File: config.mk
export PLATFORM = sky130hd
export DESIGN_NAME = multdiv_param
export DESIGN_NICKNAME = d
export VERILOG_FILES = /design/src/rtl/md_pkg.sv /design/src/rtl/div_iter.sv /design/src/rtl/multdiv_param.sv
export SDC_FILE = /design/constraint.sdc
export NUM_CORES = 2
export LEC_CHECK = 0
export CORE_MARGIN = 8
export CORE_UTILIZATION = 45
export DETAILED_ROUTE_END_ITERATION = 10
export DONT_BUFFER_PORTS = 1
export PLACE_DENSITY = 0.7
export SYNTH_ARGS = -nofsm -noshare
export SYNTH_HDL_FRONTEND = slang
export SYNTH_HIERARCHICAL = 1
export SYNTH_SLANG_ARGS = --single-unit
File: constraint.sdc
create_clock -name clk -period 25 [get_ports clk]
set_clock_uncertainty 0.2 [all_clocks]
set_input_delay 5 -clock clk [delete_from_list [all_inputs] [get_ports clk]]
set_output_delay 5 -clock clk [all_outputs]
set_load 0.005 [all_outputs]
File: src/rtl/md_pkg.sv
// Shared encodings for the E-stage multiply/divide unit: op codes, controller states
// and small helpers used by both the RTL and the bench.
package md_pkg;

    localparam logic [2:0] MD_MULT  = 3'd0;
    localparam logic [2:0] MD_MULTU = 3'd1;
    localparam logic [2:0] MD_DIV   = 3'd2;
    localparam logic [2:0] MD_DIVU  = 3'd3;
    localparam logic [2:0] MD_MADD  = 3'd4;
    localparam logic [2:0] MD_MADDU = 3'd5;
    localparam logic [2:0] MD_MSUB  = 3'd6;
    localparam logic [2:0] MD_MSUBU = 3'd7;

    localparam logic [1:0] S_IDLE = 2'd0;
    localparam logic [1:0] S_MUL  = 2'd1;
    localparam logic [1:0] S_DIV  = 2'd2;
    localparam logic [1:0] S_FIX  = 2'd3;

    // Divide latency: one step per bit plus the sign-fix cycle.
    function automatic int unsigned div_lat(input int unsigned width);
        return width + 1;
    endfunction

    function automatic logic op_is_div(input logic [2:0] op);
        return (op == MD_DIV) || (op == MD_DIVU);
    endfunction

    // Even op codes are the signed variants.
    function automatic logic op_signed(input logic [2:0] op);
        return ~op[0];
    endfunction

endpackage

File: src/rtl/div_iter.sv
// Restoring divider core: unsigned magnitudes, one quotient bit per cycle.
// done is high during the cycle in which the final step is taken.
module div_iter #(
    parameter int unsigned WIDTH = 32
) (
    input  logic             clk,
    input  logic             rst,
    input  logic             load,
    input  logic             abort,
    input  logic [WIDTH-1:0] dividend,
    input  logic [WIDTH-1:0] divisor,
    output logic             done,
    output logic [WIDTH-1:0] quotient,
    output logic [WIDTH-1:0] remainder
);

    localparam int unsigned CW = $clog2(WIDTH);

    logic [WIDTH-1:0] quo_q, rem_q, dvs_q;
    logic [CW-1:0]    cnt_q;
    logic             active_q;
    logic [WIDTH:0]   trial, diff;

    always_comb begin
        trial = {rem_q, quo_q[WIDTH-1]};
        diff  = trial - {1'b0, dvs_q};
        done  = active_q && (cnt_q == CW'(WIDTH - 1));
    end

    always_ff @(posedge clk) begin
        if (rst) begin
            quo_q    <= '0;
            rem_q    <= '0;
            dvs_q    <= '0;
            cnt_q    <= '0;
            active_q <= 1'b0;
        end else if (abort) begin
            active_q <= 1'b0;
        end else if (load) begin
            quo_q    <= dividend;
            rem_q    <= '0;
            dvs_q    <= divisor;
            cnt_q    <= '0;
            active_q <= 1'b1;
        end else if (active_q) begin
            cnt_q <= cnt_q + CW'(1);
            if (done) begin
                active_q <= 1'b0;
            end
            // Borrow out of the trial subtraction means restore.
            if (!diff[WIDTH]) begin
                rem_q <= diff[WIDTH-1:0];
                quo_q <= {quo_q[WIDTH-2:0], 1'b1};
            end else begin
                rem_q <= trial[WIDTH-1:0];
                quo_q <= {quo_q[WIDTH-2:0], 1'b0};
            end
        end
    end

    assign quotient  = quo_q;
    assign remainder = rem_q;

endmodule

File: src/rtl/multdiv_param.sv
// Iterative multiply/accumulate/divide unit with HI/LO registers for the E stage.
// Multiplies hold a registered product for MULT_LAT cycles; divides run WIDTH+1 cycles.
module multdiv_param
    import md_pkg::*;
#(
    parameter int unsigned WIDTH    = 32,
    parameter int unsigned MULT_LAT = 5
) (
    input  logic             clk,
    input  logic             rst,
    input  logic             start,
    input  logic [2:0]       mdctr,
    input  logic [WIDTH-1:0] A,
    input  logic [WIDTH-1:0] B,
    input  logic             hiwrite,
    input  logic             lowrite,
    input  logic             cancel,
    output logic             busy,
    output logic [WIDTH-1:0] hio,
    output logic [WIDTH-1:0] loo
);

    localparam int unsigned CW = $clog2(MULT_LAT + 1);
    localparam int unsigned DW = 2 * WIDTH;

    logic [1:0]       state_q;
    logic [CW-1:0]    cnt_q;
    logic [2:0]       op_q;
    logic [DW-1:0]    prod_q, acc_q;
    logic [WIDTH-1:0] hi_q, lo_q, a_q;
    logic             neg_quo_q, neg_rem_q, dzero_q;

    logic             sgn, launch;
    logic [DW-1:0]    a_ext, b_ext, mul_res;
    logic [WIDTH-1:0] a_mag, b_mag, quo_fix, rem_fix;
    logic             div_done;
    logic [WIDTH-1:0] div_quo, div_rem;

    always_comb begin
        sgn    = op_signed(mdctr);
        launch = start && !cancel && (state_q == S_IDLE);
        a_ext  = sgn ? {{WIDTH{A[WIDTH-1]}}, A} : {{WIDTH{1'b0}}, A};
        b_ext  = sgn ? {{WIDTH{B[WIDTH-1]}}, B} : {{WIDTH{1'b0}}, B};
        a_mag  = (sgn && A[WIDTH-1]) ? -A : A;
        b_mag  = (sgn && B[WIDTH-1]) ? -B : B;
        unique case (op_q)
            MD_MADD, MD_MADDU: mul_res = acc_q + prod_q;
            MD_MSUB, MD_MSUBU: mul_res = acc_q - prod_q;
            default:           mul_res = prod_q;
        endcase
        quo_fix = neg_quo_q ? -div_quo : div_quo;
        rem_fix = neg_rem_q ? -div_rem : div_rem;
    end

    div_iter #(
        .WIDTH (WIDTH)
    ) u_div_iter (
        .clk       (clk),
        .rst       (rst),
        .load      (launch && op_is_div(mdctr)),
        .abort     (cancel && (state_q != S_IDLE)),
        .dividend  (a_mag),
        .divisor   (b_mag),
        .done      (div_done),
        .quotient  (div_quo),
        .remainder (div_rem)
    );

    always_ff @(posedge clk) begin
        if (rst) begin
            state_q   <= S_IDLE;
            cnt_q     <= '0;
            op_q      <= MD_MULT;
            prod_q    <= '0;
            acc_q     <= '0;
            hi_q      <= '0;
            lo_q      <= '0;
            a_q       <= '0;
            neg_quo_q <= 1'b0;
            neg_rem_q <= 1'b0;
            dzero_q   <= 1'b0;
        end else begin
            unique case (state_q)
                S_IDLE: begin
                    if (hiwrite) hi_q <= A;
                    if (lowrite) lo_q <= A;
                    if (launch) begin
                        op_q  <= mdctr;
                        // Accumulate uses HI/LO from before any same-cycle MTHI/MTLO.
                        acc_q <= {hi_q, lo_q};
                        a_q   <= A;
                        if (op_is_div(mdctr)) begin
                            state_q   <= S_DIV;
                            neg_quo_q <= sgn && (A[WIDTH-1] ^ B[WIDTH-1]);
                            neg_rem_q <= sgn && A[WIDTH-1];
                            dzero_q   <= (B == '0);
                        end else begin
                            state_q <= S_MUL;
                            cnt_q   <= CW'(MULT_LAT - 1);
                            prod_q  <= a_ext * b_ext;
                        end
                    end
                end
                S_MUL: begin
                    if (cancel) begin
                        state_q <= S_IDLE;
                    end else if (cnt_q == '0) begin
                        {hi_q, lo_q} <= mul_res;
                        state_q      <= S_IDLE;
                    end else begin
                        cnt_q <= cnt_q - CW'(1);
                    end
                end
                S_DIV: begin
                    if (cancel) begin
                        state_q <= S_IDLE;
                    end else if (div_done) begin
                        state_q <= S_FIX;
                    end
                end
                S_FIX: begin
                    if (!cancel) begin
                        if (dzero_q) begin
                            hi_q <= a_q;
                            lo_q <= '1;
                        end else begin
                            hi_q <= rem_fix;
                            lo_q <= quo_fix;
                        end
                    end
                    state_q <= S_IDLE;
                end
                default: state_q <= S_IDLE;
            endcase
        end
    end

    assign busy = (state_q != S_IDLE);
    assign hio  = hi_q;
    assign loo  = lo_q;

endmodule
==> results.ini <==
[synth]
synth_top_area_share_pct = 40.0
synth_top_flop_cell = dfxtp_1
synth_area_leaders = fa_1 40%, dfxtp_1 9.4%, inv_1 8.3%, ha_1 7.2%, nand2_1 5.8%
syn_inst = 8320
synth_edf_count = 0
synth_seq_cells = 336
synth_largest_area_cell = fa_1
syn_area_um2 = 71300
ys_seq_area_share_pct = 9.43
syn_area_per_cell_um2 = 8.57
syn_nets = 10200
synthArstFlopShare_pct = 0
ys_warn_count = 6
synth_cell_types = 96

[worst_setup_path]
arrival_ns = 15.58
crit_fanout = 37
start_kind = primary input
reg2reg_depth = 17
crit_path_top_delay_cell = fa_1
crit_top_cell = fa_1
worstPathRequired_ns = 25.26
crit_path_end_kind = flip-flop
crit_type = primary input to flip-flop
max_stage_delay_ns = 0.84

[global_route]
grt_pass1_vias = 58700
antenna_found_initial = 13
grt_pass1_wl_um = 353000
grt-ovfl-total = 0
grtUsageMet1_pct = 34.7
busiest_layer = met2
use_met2_pct = 43.3
grt_max_degree = 299
grtUsageMet3_pct = 4.92
track_usage_pct = 26.3

[worst_hold_path]
hold_class = flip-flop to flip-flop
worstHoldPathCells = 2

[timing]
rsz0062_at_grt = no
fmax_mhz = 65.3
setup_slack_ns = 9.68
fin_setup_tns_ns = 0
drv_slew = 0
relSlewSlack_pct = 13.3
post-route-period-util_pct = 61.3
hold_viol = 0
min_period_ns = 15.32
tightest_slew_ns = 1.29
setup_violations = 0

[cells_and_area]
drive_gt1_share_pct = 2.08
fin_nets = 9819
syn_to_final_growth_pct = 3.15
utilization_pct = 46.6
layout.cells.non_filler = 10000

[clocking]
hold_buffers = 0
htreeDepth = 2
cts_buffers = 35
cts.sinks = 336
clk_pin_slew_ns = 0.07
cts_tree = yes
cts_setup_buffers = 0
root_buffer = clkbuf_16
cts_buffer_depth = 3
cts_resized = 0
insertion_delay_ns = 0.57

[die]
die_w_um = 414
start_util_pct = 45.2
die_area_um2 = 171000
core_area_um2 = 158000
io_pins = 138
die_y_um = 414
rows = 146

[detailed_routing]
routedWlPerCell_um = 23.0
totalWireLength_um = 230000
antenna_left = 0
first_pass_iters = 8
route.detailed.drc = 0
drtIter0Drc = 4661
via_count = 56000
vias_per_cell = 5.59

[placement]
post-dp-hpwl_um = 179000
gp_congestion = 1.01
pre_cts_ws_ns = 9.13
dp.cells = 9942
io_buffers = 0

[run_status]
status = completed

[job]
cap_violations = 0

==> cell type report <==
type,count,area [um^2]
Inverter,1582,5940
Timing Repair Buffer,42,315
Antenna cell,6,15.0
Tap cell,2072,2590
Clock inverter,21,203
Multi-Input combinational cell,5910,56800
Fill cell,15100,84300
Clock buffer,43,977
Sequential cell,336,6730
==> critical path: cells and delay by family <==
kind | cells | cell delay [ns]
buffers and inverters | 6 | 1.02
adder cells (fa/ha/maj) | 11 | 5.83
multiplexers | 1 | 0.15
AND/OR/NAND/NOR | 3 | 0.75
AO/OA/AOI/OAI | 8 | 2.80
==> synth_stat cells, types with 62 or more instances <==
cell type,n
o21ai_0,217
a21o_1,86
ha_1,413
inv_1,1580
xor2_1,140
nor3_1,76
a211oi_1,81
and2_1,609
fa_1,1426
nor2_1,320
mux2i_1,62
xnor2_1,221
dfxtp_1,336
nand2_1,1111
clkbuf_1,424
a21oi_1,466
==> placed cells by master, fill, tap and decap left out, types with 44 or more instances in the layout <==
cell | synthesis | routed
a21oi_1 | 466 | 465
nor2b_1 | 47 | 44
inv_1 | 1580 | 1579
nand3_1 | 59 | 59
nor2_1 | 320 | 316
xor2_1 | 140 | 140
o21ai_0 | 217 | 217
xnor2_1 | 221 | 221
o31ai_1 | 50 | 50
mux2i_1 | 62 | 62
nand2_1 | 1111 | 1109
ha_1 | 413 | 413
nor3_1 | 76 | 76
a21o_1 | 86 | 86
dfxtp_1 | 336 | 333
a211oi_1 | 81 | 81
fa_1 | 1426 | 1426
and2_1 | 609 | 609
==> kinds of logic after synthesis <==
| family | after synthesis | share of synthesized area [%] |
|---|---|---|
| AND/OR/NAND/NOR | 2442 | 16.3 |
| buffers and inverters | 2074 | 11.0 |
| adder cells (fa/ha/maj) | 1840 | 47.3 |
| AO/OA/AOI/OAI | 1201 | 10.5 |
| XOR/XNOR | 362 | 4.46 |
| flip-flops | 336 | 9.43 |
| multiplexers | 65 | 0.918 |
==> metal layers <==
metal  routed length (um)  vias up
met5                   13        -
li1                     -    24800
met1                96000    28400
met4                 9170        2
met2               107000     2325
met3                18600      421
==> metrics by stage <==
stage / cell area (um^2) / hold slack [ns]
2_1_floorplan: 71300 / 0.236
3_3_place_gp: 72400 / 0.238
3_5_place_dp: 72400 / 0.247
4_1_cts: 73500 / 0.255
5_1_grt: 73500 / 0.269
6_report: 73600 / 0.255
==> state kept, by name (all words and copies together), names as in the netlist <==
name                  count
u_div_iter/active_q       1
acc_q                    64
u_div_iter/cnt_q          5
neg_quo_q                 1
u_div_iter/dvs_q         32
prod_q                   64
hio                      32
cnt_q                     3
dzero_q                   1
loo                      32
op_q                      2
neg_rem_q                 1
u_div_iter/remainder     32
u_div_iter/quotient      32
state_q                   2
a_q                      32
==> path summary, 6_finish.rpt <==
path                              from              endpoint  slack [ns]
setup / recovery                 A[31]            prod_q[63]        9.68
hold / removal    u_div_iter/dvs_q[27]  u_div_iter/dvs_q[27]        0.25
setup reg to reg             prod_q[6]               hio[25]       18.22
hold reg to reg   u_div_iter/dvs_q[27]  u_div_iter/dvs_q[27]        0.25
Power is not shown: default switching activity piles up to over one toggle a cycle in this logic, so the estimate is an artifact.
